==> config.mk <==
export PLATFORM = sky130hd
export DESIGN_NAME = input_port_interrupt
export DESIGN_NICKNAME = d
export VERILOG_FILES = /design/src/rtl/input_port_interrupt.sv
export SDC_FILE = /design/constraint.sdc
export NUM_CORES = 1
export LEC_CHECK = 0
export BUFFER_PORTS_ARGS = -buffer_cell sky130_fd_sc_hd__buf_4
export CAP_MARGIN = 20
export CORE_ASPECT_RATIO = 0.8
export CORE_MARGIN = 4
export CORE_UTILIZATION = 42
export DETAILED_ROUTE_END_ITERATION = 10
export GPL_TIMING_DRIVEN = 0
export PLACE_DENSITY = 0.77
export SLEW_MARGIN = 0
export SYNTH_ARGS = -nofsm -noshare
export SYNTH_HDL_FRONTEND = slang
export SYNTH_SLANG_ARGS = --single-unit
==> constraint.sdc <==
create_clock -name clk -period 2.06 [get_ports clk]
set_input_delay 0.515 -clock clk [delete_from_list [all_inputs] [get_ports clk]]
set_output_delay 0.515 -clock clk [all_outputs]
set_load 0.01 [all_outputs]
==> src/rtl/input_port_interrupt.sv <==
//------------------------------------------------------------------------------
// Module   : input_port_interrupt
// Brief    : K0/K1 key-port peripheral with edge-triggered, read-to-clear
//            interrupt factor flags on the nibble-wide CPU I/O bus.
// Revision : 1.0
//------------------------------------------------------------------------------
`default_nettype none

module input_port_interrupt (
  input  logic        clk,
  input  logic        reset,
  input  logic [3:0]  input_k0,
  input  logic [3:0]  input_k1,
  input  logic [11:0] bus_addr,
  input  logic        bus_write_en,
  input  logic        bus_read_en,
  input  logic [3:0]  bus_wdata,
  output logic [3:0]  bus_rdata,
  output logic        bus_rdata_sel,
  output logic [3:0]  input_k0_mask,
  output logic [3:0]  input_k1_mask,
  output logic [3:0]  input_relation_k0,
  output logic [1:0]  input_factor
);

  localparam logic [11:0] C_ADDR_K0       = 12'hF40;
  localparam logic [11:0] C_ADDR_REL_K0   = 12'hF41;
  localparam logic [11:0] C_ADDR_K1       = 12'hF42;
  localparam logic [11:0] C_ADDR_MASK_K0  = 12'hF14;
  localparam logic [11:0] C_ADDR_MASK_K1  = 12'hF15;
  localparam logic [11:0] C_ADDR_FACT_K0  = 12'hF04;
  localparam logic [11:0] C_ADDR_FACT_K1  = 12'hF05;

  logic [3:0] relation_q, relation_d;
  logic [3:0] mask0_q, mask0_d;
  logic [3:0] mask1_q, mask1_d;
  logic [1:0] factor_q, factor_d;
  logic [3:0] prev_k0_q;
  logic [3:0] prev_k1_q;

  logic       w_fire_k0;
  logic       w_fire_k1;
  logic       w_clr_k0;
  logic       w_clr_k1;

  // A K0 bit fires when it changed and its new level differs from relation.
  assign w_fire_k0 = |(mask0_q & (prev_k0_q ^ input_k0) & (input_k0 ^ relation_q));
  assign w_fire_k1 = |(mask1_q & prev_k1_q & ~input_k1);
  assign w_clr_k0  = bus_read_en && (bus_addr == C_ADDR_FACT_K0);
  assign w_clr_k1  = bus_read_en && (bus_addr == C_ADDR_FACT_K1);

  always_comb begin
    relation_d = relation_q;
    mask0_d    = mask0_q;
    mask1_d    = mask1_q;
    factor_d   = factor_q;

    if (bus_write_en) begin
      case (bus_addr)
        C_ADDR_REL_K0:  relation_d = bus_wdata;
        C_ADDR_MASK_K0: mask0_d    = bus_wdata;
        C_ADDR_MASK_K1: mask1_d    = bus_wdata;
        default: ;
      endcase
    end

    // Set takes precedence over a coincident read-clear so no event is lost.
    if (w_clr_k0)  factor_d[0] = 1'b0;
    if (w_clr_k1)  factor_d[1] = 1'b0;
    if (w_fire_k0) factor_d[0] = 1'b1;
    if (w_fire_k1) factor_d[1] = 1'b1;
  end

  always_ff @(posedge clk) begin
    if (reset) begin
      relation_q <= 4'hF;
      mask0_q    <= 4'h0;
      mask1_q    <= 4'h0;
      factor_q   <= 2'b00;
      prev_k0_q  <= input_k0;
      prev_k1_q  <= input_k1;
    end else begin
      relation_q <= relation_d;
      mask0_q    <= mask0_d;
      mask1_q    <= mask1_d;
      factor_q   <= factor_d;
      prev_k0_q  <= input_k0;
      prev_k1_q  <= input_k1;
    end
  end

  always_comb begin
    bus_rdata     = 4'h0;
    bus_rdata_sel = 1'b1;
    case (bus_addr)
      C_ADDR_K0:      bus_rdata = input_k0;
      C_ADDR_REL_K0:  bus_rdata = relation_q;
      C_ADDR_K1:      bus_rdata = input_k1;
      C_ADDR_MASK_K0: bus_rdata = mask0_q;
      C_ADDR_MASK_K1: bus_rdata = mask1_q;
      C_ADDR_FACT_K0: bus_rdata = {3'b000, factor_q[0]};
      C_ADDR_FACT_K1: bus_rdata = {3'b000, factor_q[1]};
      default:        bus_rdata_sel = 1'b0;
    endcase
  end

  assign input_k0_mask     = mask0_q;
  assign input_k1_mask     = mask1_q;
  assign input_relation_k0 = relation_q;
  assign input_factor      = factor_q;

endmodule

`default_nettype wire

# [Word-level counts from Yosys, hierarchy flattened]
# Index checks and enable logic that the tools add are counted.
[totals] register_bits=22 inputBits=28
[op_classes] n_eq_ne=7 n_mux=6 n_bitwise=7 n_reduce_logical=10
[op_table] cell="12-bit == test, second input constant" count=7
[op_table] cell="4-bit one-hot mux with 7 select lines" count=1
[op_table] cell="4-bit AND" count=4
[op_table] cell="4-bit OR reduction" count=2
[op_table] cell="4-bit XOR" count=2
[op_table] cell="7-bit OR reduction" count=1
[op_table] cell="2-bit AND reduction" count=3
[op_table] cell="1-bit two-way mux" count=5
[op_table] cell="4-bit inverter" count=1
[op_table] cell="2-bit nonzero test" count=2
[op_table] cell="1-bit logical AND" count=2

# [Logic depth before layout (Yosys ltp)]
# Gate-level depths: netlist of the first run.
[logic_depth] ltp_word=5 mapped_depth=6 depth_no_buf=4

# [Worst setup path after synthesis of the first run]
# OpenSTA, ideal clock, no wires.
[synth_timing] path_type="input-to-output" startpoint="in bus_addr[5]" endpoint="out bus_rdata[1]" arrival_ps=1780 required_ps=1545 slack_ps=-235 stages=5 n_path_buf=2 path_cell_list="or2_1 -> buf_6 -> or4_1 -> clkbuf_1 -> o2bb2ai_1"
[synth_via] elab_chain_cells=2 elab_cells_between_ends=8 classes_between="7 x eq/ne; 1 x mux"
[synth_lines] item="start: declaration" line="14" source="input logic [11:0] bus_addr,"
[synth_lines] item="12-bit == test" line="95" source="case (bus_addr)"
[synth_lines] item="4-bit one-hot mux with 7 select lines *" line="95"
[synth_lines] item="end: declaration" line="18" source="output logic [3:0] bus_rdata,"
# Mark *: on every way between the ends. The rest lies on a longest branch, timed or not.

# [Final worst setup path of the first run]
# Ends and elaborated chain as after synthesis.

==> summary.txt, run 1 <==
Outcome
  • Status: finished with violations
  • Failing checks: negative setup slack

Drt
  • DR DRC count: 0
  • Iter 0 DRT Violations: 68
  • Detailed Routing Iterations Pass 1: 4
  • Post-DR vias/cell: 5.75
  • Antenna-violating nets left: 0
  • Routed wire length per instance: 17.3 um
  • DRT Wirelength: 3870 um
  • DR vias: 1,288

Global route
  • Congestion Overflow GR: 0
  • GRT Max-Usage Layer: met2
  • Total GRT Usage: 22.1%
  • First-pass GRT wire length: 5970 um
  • GR Layer Usage met1: 26.3%
  • Grt met3 use: under 10%
  • Vias in the first global route: 1,242
  • Initial antenna violation count: 0
  • Largest net degree at the start of global routing: 14
  • Met2 Use GR: 38.6%

STA
  • Maximum clock rate: 0.439 GHz
  • Final Cycle Share: 111%
  • Clock Skew: 13.5 ps
  • Slew Limit Fails: 0
  • Measured slew at the worst slew-check pin: 730 ps
  • RSZ-0062 raised after global routing: yes
  • WHS: 308 ps
  • Final Hold Viols: 0
  • Final WS setup: -217 ps
  • Post-layout min period: 2280 ps
  • Final setup violation count: 5
  • Relative slew slack: 50.9%

Clocking
  • H-Tree Depth: 1
  • Hold_buf cts: 0
  • Clock sinks: 22
  • Worst-path clk slew: 130 ps
  • Clock latency on the worst-skew pair: about 320 ps
  • CTS tree: done
  • Clock root cell: clkbuf_4
  • Clk buf depth: 2
  • TritonCTS Buffers: 3

Layout
  • Fraction of layout cells with a size suffix above 1: 40.4%
  • Nets@finish: between 200 and 250
  • Final std cell area, no fill: 1790 sq um
  • Diode count: 0
  • Area Overhead vs Synth: 55.6%
  • Filler cells: 203

Pwr
  • Pwr per Cell Area: approximately 500 nW/um^2
  • Post-layout power: 0.000895 W
  • Peak VDD IR: 0.000362 V
  • P_leak: 0.736 nW

Synth
  • Top cells by area, synth: dfxtp_1 38%, mux2i_1 9.6%, o21ai_0 6.1%
  • Area leader, netlist: dfxtp_1
  • Mapped Nets: 160
  • Post-synthesis sequential area ratio: 38.3%
  • Mapped Area: between 1000 and 1500 sq um
  • Syn avg cell area: 8.71 sq um
  • Top FF cell, synth: dfxtp_1
  • Top cell type's share of synthesized area: 38.3%
  • Cell variety after synth: 34
  • Flops & latches, synth: 22
  • Syn Inst Count: 132
  • Number of synthesized flops with an enable pin: 0
  • Yosys warning count: 0
  • Fraction of registers with async set/reset: 0%

Floorplanning
  • Die W: between 60 and 70 um
  • Row count: 16
  • Core ar.: between 2000 and 3000 sq um
  • Initial Util: 45.6%
  • IO Pins: 47
  • Die height: 54.8 um
  • Die area: 3640 sq um

Place
  • Post-Place Cell Area: 1620 sq um
  • PortBufs: 43
  • Post-detail-place hpwl: 2600 um
  • DP Worst Slack: -461 ps
  • Routability cong.: 0.836

Critical path
  • CP startpoint kind: input port
  • Critical path fanouts, max: 5
  • Critical Path RT: 1540 ps
  • Critical path type: input port to output pin
  • Crit. End Element: output pin
  • CP arrival: 1760 ps

Run
  • MaxCap Viol Count: 0

Worst hold path
  • Hold/Removal Path Class: input port to register
## power by group
part	switching [W]	total, W	internal, W
registers	0.00000296	0.000437	0.000434
clock network	0.000133	0.000329	0.000197
logic	0.0000625	0.000128	0.0000658
## sequential cells by signal, summed over array words and instances (netlist names)
name	count
input_relation_k0	4
input_factor	2
prev_k0_q	4
input_k1_mask	4
input_k0_mask	4
prev_k1_q	4
## timing repair
| action | CTS | global route |
|---|---|---|
| endpoints found under the setup margin | 5 | 5 |
| gates cloned | 0 | 0 |
| gates resized for setup | 9 | 10 |
| buffers inserted | 9 | 1 |
| pin swaps | 4 | 5 |
## critical path, stage by stage
cell	delay [ps]
buf_6	90
or2_1	220
buf_6	130
or4_4	510
o2bb2ai_4	180
buf_6	110
## synth_stat cells, types with 3 or more instances
cell	n
dfxtp_1	22
o21ai_0	14
mux2i_1	11
nor2_1	11
nand2_1	10
a21oi_1	9
nand4_1	5
clkbuf_1	4
nand2b_1	4
nand3_1	4
nand4b_1	3
o2bb2ai_1	3
## metrics by stage
| step | setup TNS [ps] | utilization [%] | std cells |
|---|---|---|---|
| after global placement | -2380 | 64.2 | 211 |
| final | -831 | 70.9 | 224 |
| after detailed placement | -2480 | 64.2 | 211 |
| after CTS | -809 | 69.6 | 223 |
| after global routing | -1130 | 70.9 | 224 |
| after floorplan | -367 | - | 132 |
## logic make-up after synthesis
group                  share of synthesized area (%)
AOI/OAI and AO/OA                               16.8
buffers and inverters                           4.24
DFF                                             38.3
muxes                                           11.5
and+or+nand+nor                                 29.2
## area by class of cell
type	instances	area [sq um]	share of cell area [%]
clock inverters	1	30.0	1.68
repair buffers	53	435	24.3
plain buffers	7	47.5	2.66
clock buffers	3	22.5	1.26
flip-flops and latches	22	440	24.6
multi-input cells	101	764	42.7
inverters	1	3.75	0.210
well taps	36	45.0	2.52
## path summary, 6_finish.rpt
check	start	endpoint	slack [ps]	cells past startpoint
min	input_k1[3]	prev_k1_q[3]	310	1
max reg2reg	input_relation_k0[1]	input_factor[0]	880	4
max	bus_addr[5]	bus_rdata[1]	-220	6
min reg2reg	input_k0_mask[1]	input_k0_mask[1]	530	2
## placed cells by master, fill, tap and decap left out, types with 3 or more instances in the layout
cell / count
nand3_1: 4
buf_4: 44
mux2i_1: 11
a21oi_1: 9
nand2_1: 10
nand2b_1: 4
buf_6: 10
nor2_1: 11
dfxtp_1: 22
nand4_1: 5
o21ai_0: 12
nand4b_1: 3
o2bb2ai_4: 3
clkbuf_4: 4
## routing by layer
layer / share of wire [%] / up-vias
li1: - / 609
met3: 6.3 / 11
met1: 41 / 608
met5: 0 / -
met2: 50 / 60
met4: 2.9 / 0
Power figures use the tool's default switching activity.
==> inputs of run 2 (changes only) <==
--- a/config.mk
+++ b/config.mk
@@ -11,8 +11,8 @@
 export CORE_MARGIN = 4
 export CORE_UTILIZATION = 42
 export DETAILED_ROUTE_END_ITERATION = 10
-export GPL_TIMING_DRIVEN = 0
 export PLACE_DENSITY = 0.77
+export SETUP_SLACK_MARGIN = 0.05
 export SLEW_MARGIN = 0
 export SYNTH_ARGS = -nofsm -noshare
 export SYNTH_HDL_FRONTEND = slang
==> run 2 against run 1 <==
  * The run still ends with negative setup slack left
  * Non-clock buffer count is 1 higher
  * Final cell count is 0.45% higher
  * Count of clock-buffer cells in the layout stayed put
  * Global-route usage is 1.8 points lower
  * Critical path depth is 1 lower
  * Critical endpoint is now bus_rdata[2]
  * Largest cell class unchanged
==> summary.txt, run 2 (synthesized netlist as in run 1, its figures left out) <==
Clocking
  • TritonCTS Buffers: 3
  • H-Tree Depth: 1
  • Clock sinks: 22
  • Clock root cell: clkbuf_4
  • Hold_buf cts: 0
  • Clock latency on the worst-skew pair: 330 ps
  • Clk buf depth: 2
  • CTS tree: done
  • Post-CTS Setup Bufs: 0
  • Worst-path clk slew: between 100 and 150 ps

Pwr
  • Internal power: 0.000698 W
  • Reg power frac: about half
  • Switching share of power: between 20% and 30%
  • Pwr per Cell Area: 507 nW/um^2
  • P_leak: between 0.7 and 0.8 nW
  • Peak VDD IR: 0.000507 V
  • Clock Power Share: between 30% and 40%
  • P_sw: 0.000202 W
  • Power share of the combinational group: 13.9%

Place
  • PortBufs: 46
  • Post-detail-place hpwl: 2710 um
  • DP Worst Slack: -247 ps
  • Routability cong.: 0.870
  • Placed cell count: ~220

STA
  • Setup Total Neg Slack: -682 ps
  • Final Cycle Share: 108%
  • Maximum clock rate: ~0.45 GHz
  • Final WS setup: -173 ps
  • Clock Skew: about 20 ps
  • Relative slew slack: around 73%
  • Final Hold Viols: 0
  • Measured slew at the worst slew-check pin: around 400 ps
  • Post-layout min period: between 2000 and 2500 ps
  • Final setup violation count: 5
  • Slew Limit Fails: 0
  • RSZ-0062 raised after global routing: yes

Critical path
  • CP arrival: 1720 ps
  • Critical path fanouts, max: 4
  • Critical Path RT: 1540 ps
  • Critical path type: input port to output pin
  • Crit. End Element: output pin
  • CP startpoint kind: input port

Drt
  • DR DRC count: 0
  • Routed wire length per instance: 15.4 um
  • DR vias: 1,272
  • Antenna-violating nets left: 0
  • Detailed Routing Iterations Pass 1: 4
  • Iter 0 DRT Violations: 28
  • Post-DR vias/cell: about 5.7
  • DRT Wirelength: 3470 um

Layout
  • Diode count: 0
  • Fraction of layout cells with a size suffix above 1: 40.7%
  • Core Util, Final: 70.3%
  • Sequential Area: about 440 sq um
  • Nets@finish: 218
  • Filler cells: 206
  • Area Overhead vs Synth: 54.2%
  • Multi-input gate area in the final layout: around 740 sq um
  • Commonest non-fill, non-tap cell in the layout: buf_4
  • Commonest cells after routing, fill and taps aside: 53 x buf_4, 22 x dfxtp_1, 14 x o21ai_0
  • Cell Count, Final, Fillers Out: 225

Global route
  • Congestion Overflow GR: 0
  • Initial antenna violation count: 0
  • Vias in the first global route: between 1,000 and 1,500
  • Total GRT Usage: 20.2%
  • First-pass GRT wire length: 5470 um
  • Largest net degree at the start of global routing: 19

Floorplanning
  • Die area: between 3000 and 4000 sq um
  • Initial Util: 45.6%
  • Core ar.: 2520 sq um
  • Die height: between 50 and 60 um
  • Die W: roughly 67 um
  • IO Pins: 47
  • Row count: 16

Run
  • MaxCap Viol Count: 0

Outcome
  • Failing checks: negative setup slack
  • Status: finished with violations

Worst hold path
  • Hold/Removal Path Class: input port to register
## run 2: path summary, 6_finish.rpt
| kind | depth (start not counted) | start | end | slack (ps) |
|---|---|---|---|---|
| max | 5 | bus_addr[7] | bus_rdata[2] | -170 |
| min | 1 | input_k1[3] | prev_k1_q[3] | 300 |
| max reg2reg | 4 | input_relation_k0[1] | input_factor[0] | 890 |
| min reg2reg | 2 | prev_k1_q[0] | input_factor[1] | 520 |
## run 2: worst max-delay path, cell delays in order
cell       delay [ps]
buf_6              90
or2_1             230
or4_4             590
o2bb2ai_4         180
buf_6             120
## run 2: area by class of cell
type | count | share of cell area [%]
flip-flops and latches | 22 | 24.8
inverters | 1 | 0.212
well taps | 36 | 2.54
clock inverters | 1 | 1.69
clock buffers | 3 | 1.27
repair buffers | 61 | 27.5
multi-input cells | 101 | 41.9
## run 2: metrics by stage
stage	hold slack [ps]	cell area, sq um	total power [W]
4_1_cts	292	1770	0.000904
6_report	297	1770	0.000900
3_3_place_gp	497	1690	0.000561
3_5_place_dp	500	1690	0.000566
2_1_floorplan	484	1250	0.000497
5_1_grt	281	1770	0.000932
## run 2: what timing repair did
action | CTS | global route
gates resized for setup | 8 | 1
endpoints found under the setup margin | 5 | 5
pin swaps | 5 | 0
## run 2: power groups by stage
stage / registers, W / clock network, W / logic (W)
after floorplan: 0.000446 / 0 / 0.0000508
after global placement: 0.000446 / 0 / 0.000115
after detailed placement: 0.000447 / 0 / 0.000119
after CTS: 0.000437 / 0.000343 / 0.000124
after global routing: 0.000439 / 0.000358 / 0.000135
final: 0.000437 / 0.000338 / 0.000125
## run 2: layer usage
metal	global-route usage (%)	part of all wire (%)
met3	5.13	9.1
met4	6.42	1.8
met2	35.6	49
met5	0	0
met1	24.5	40
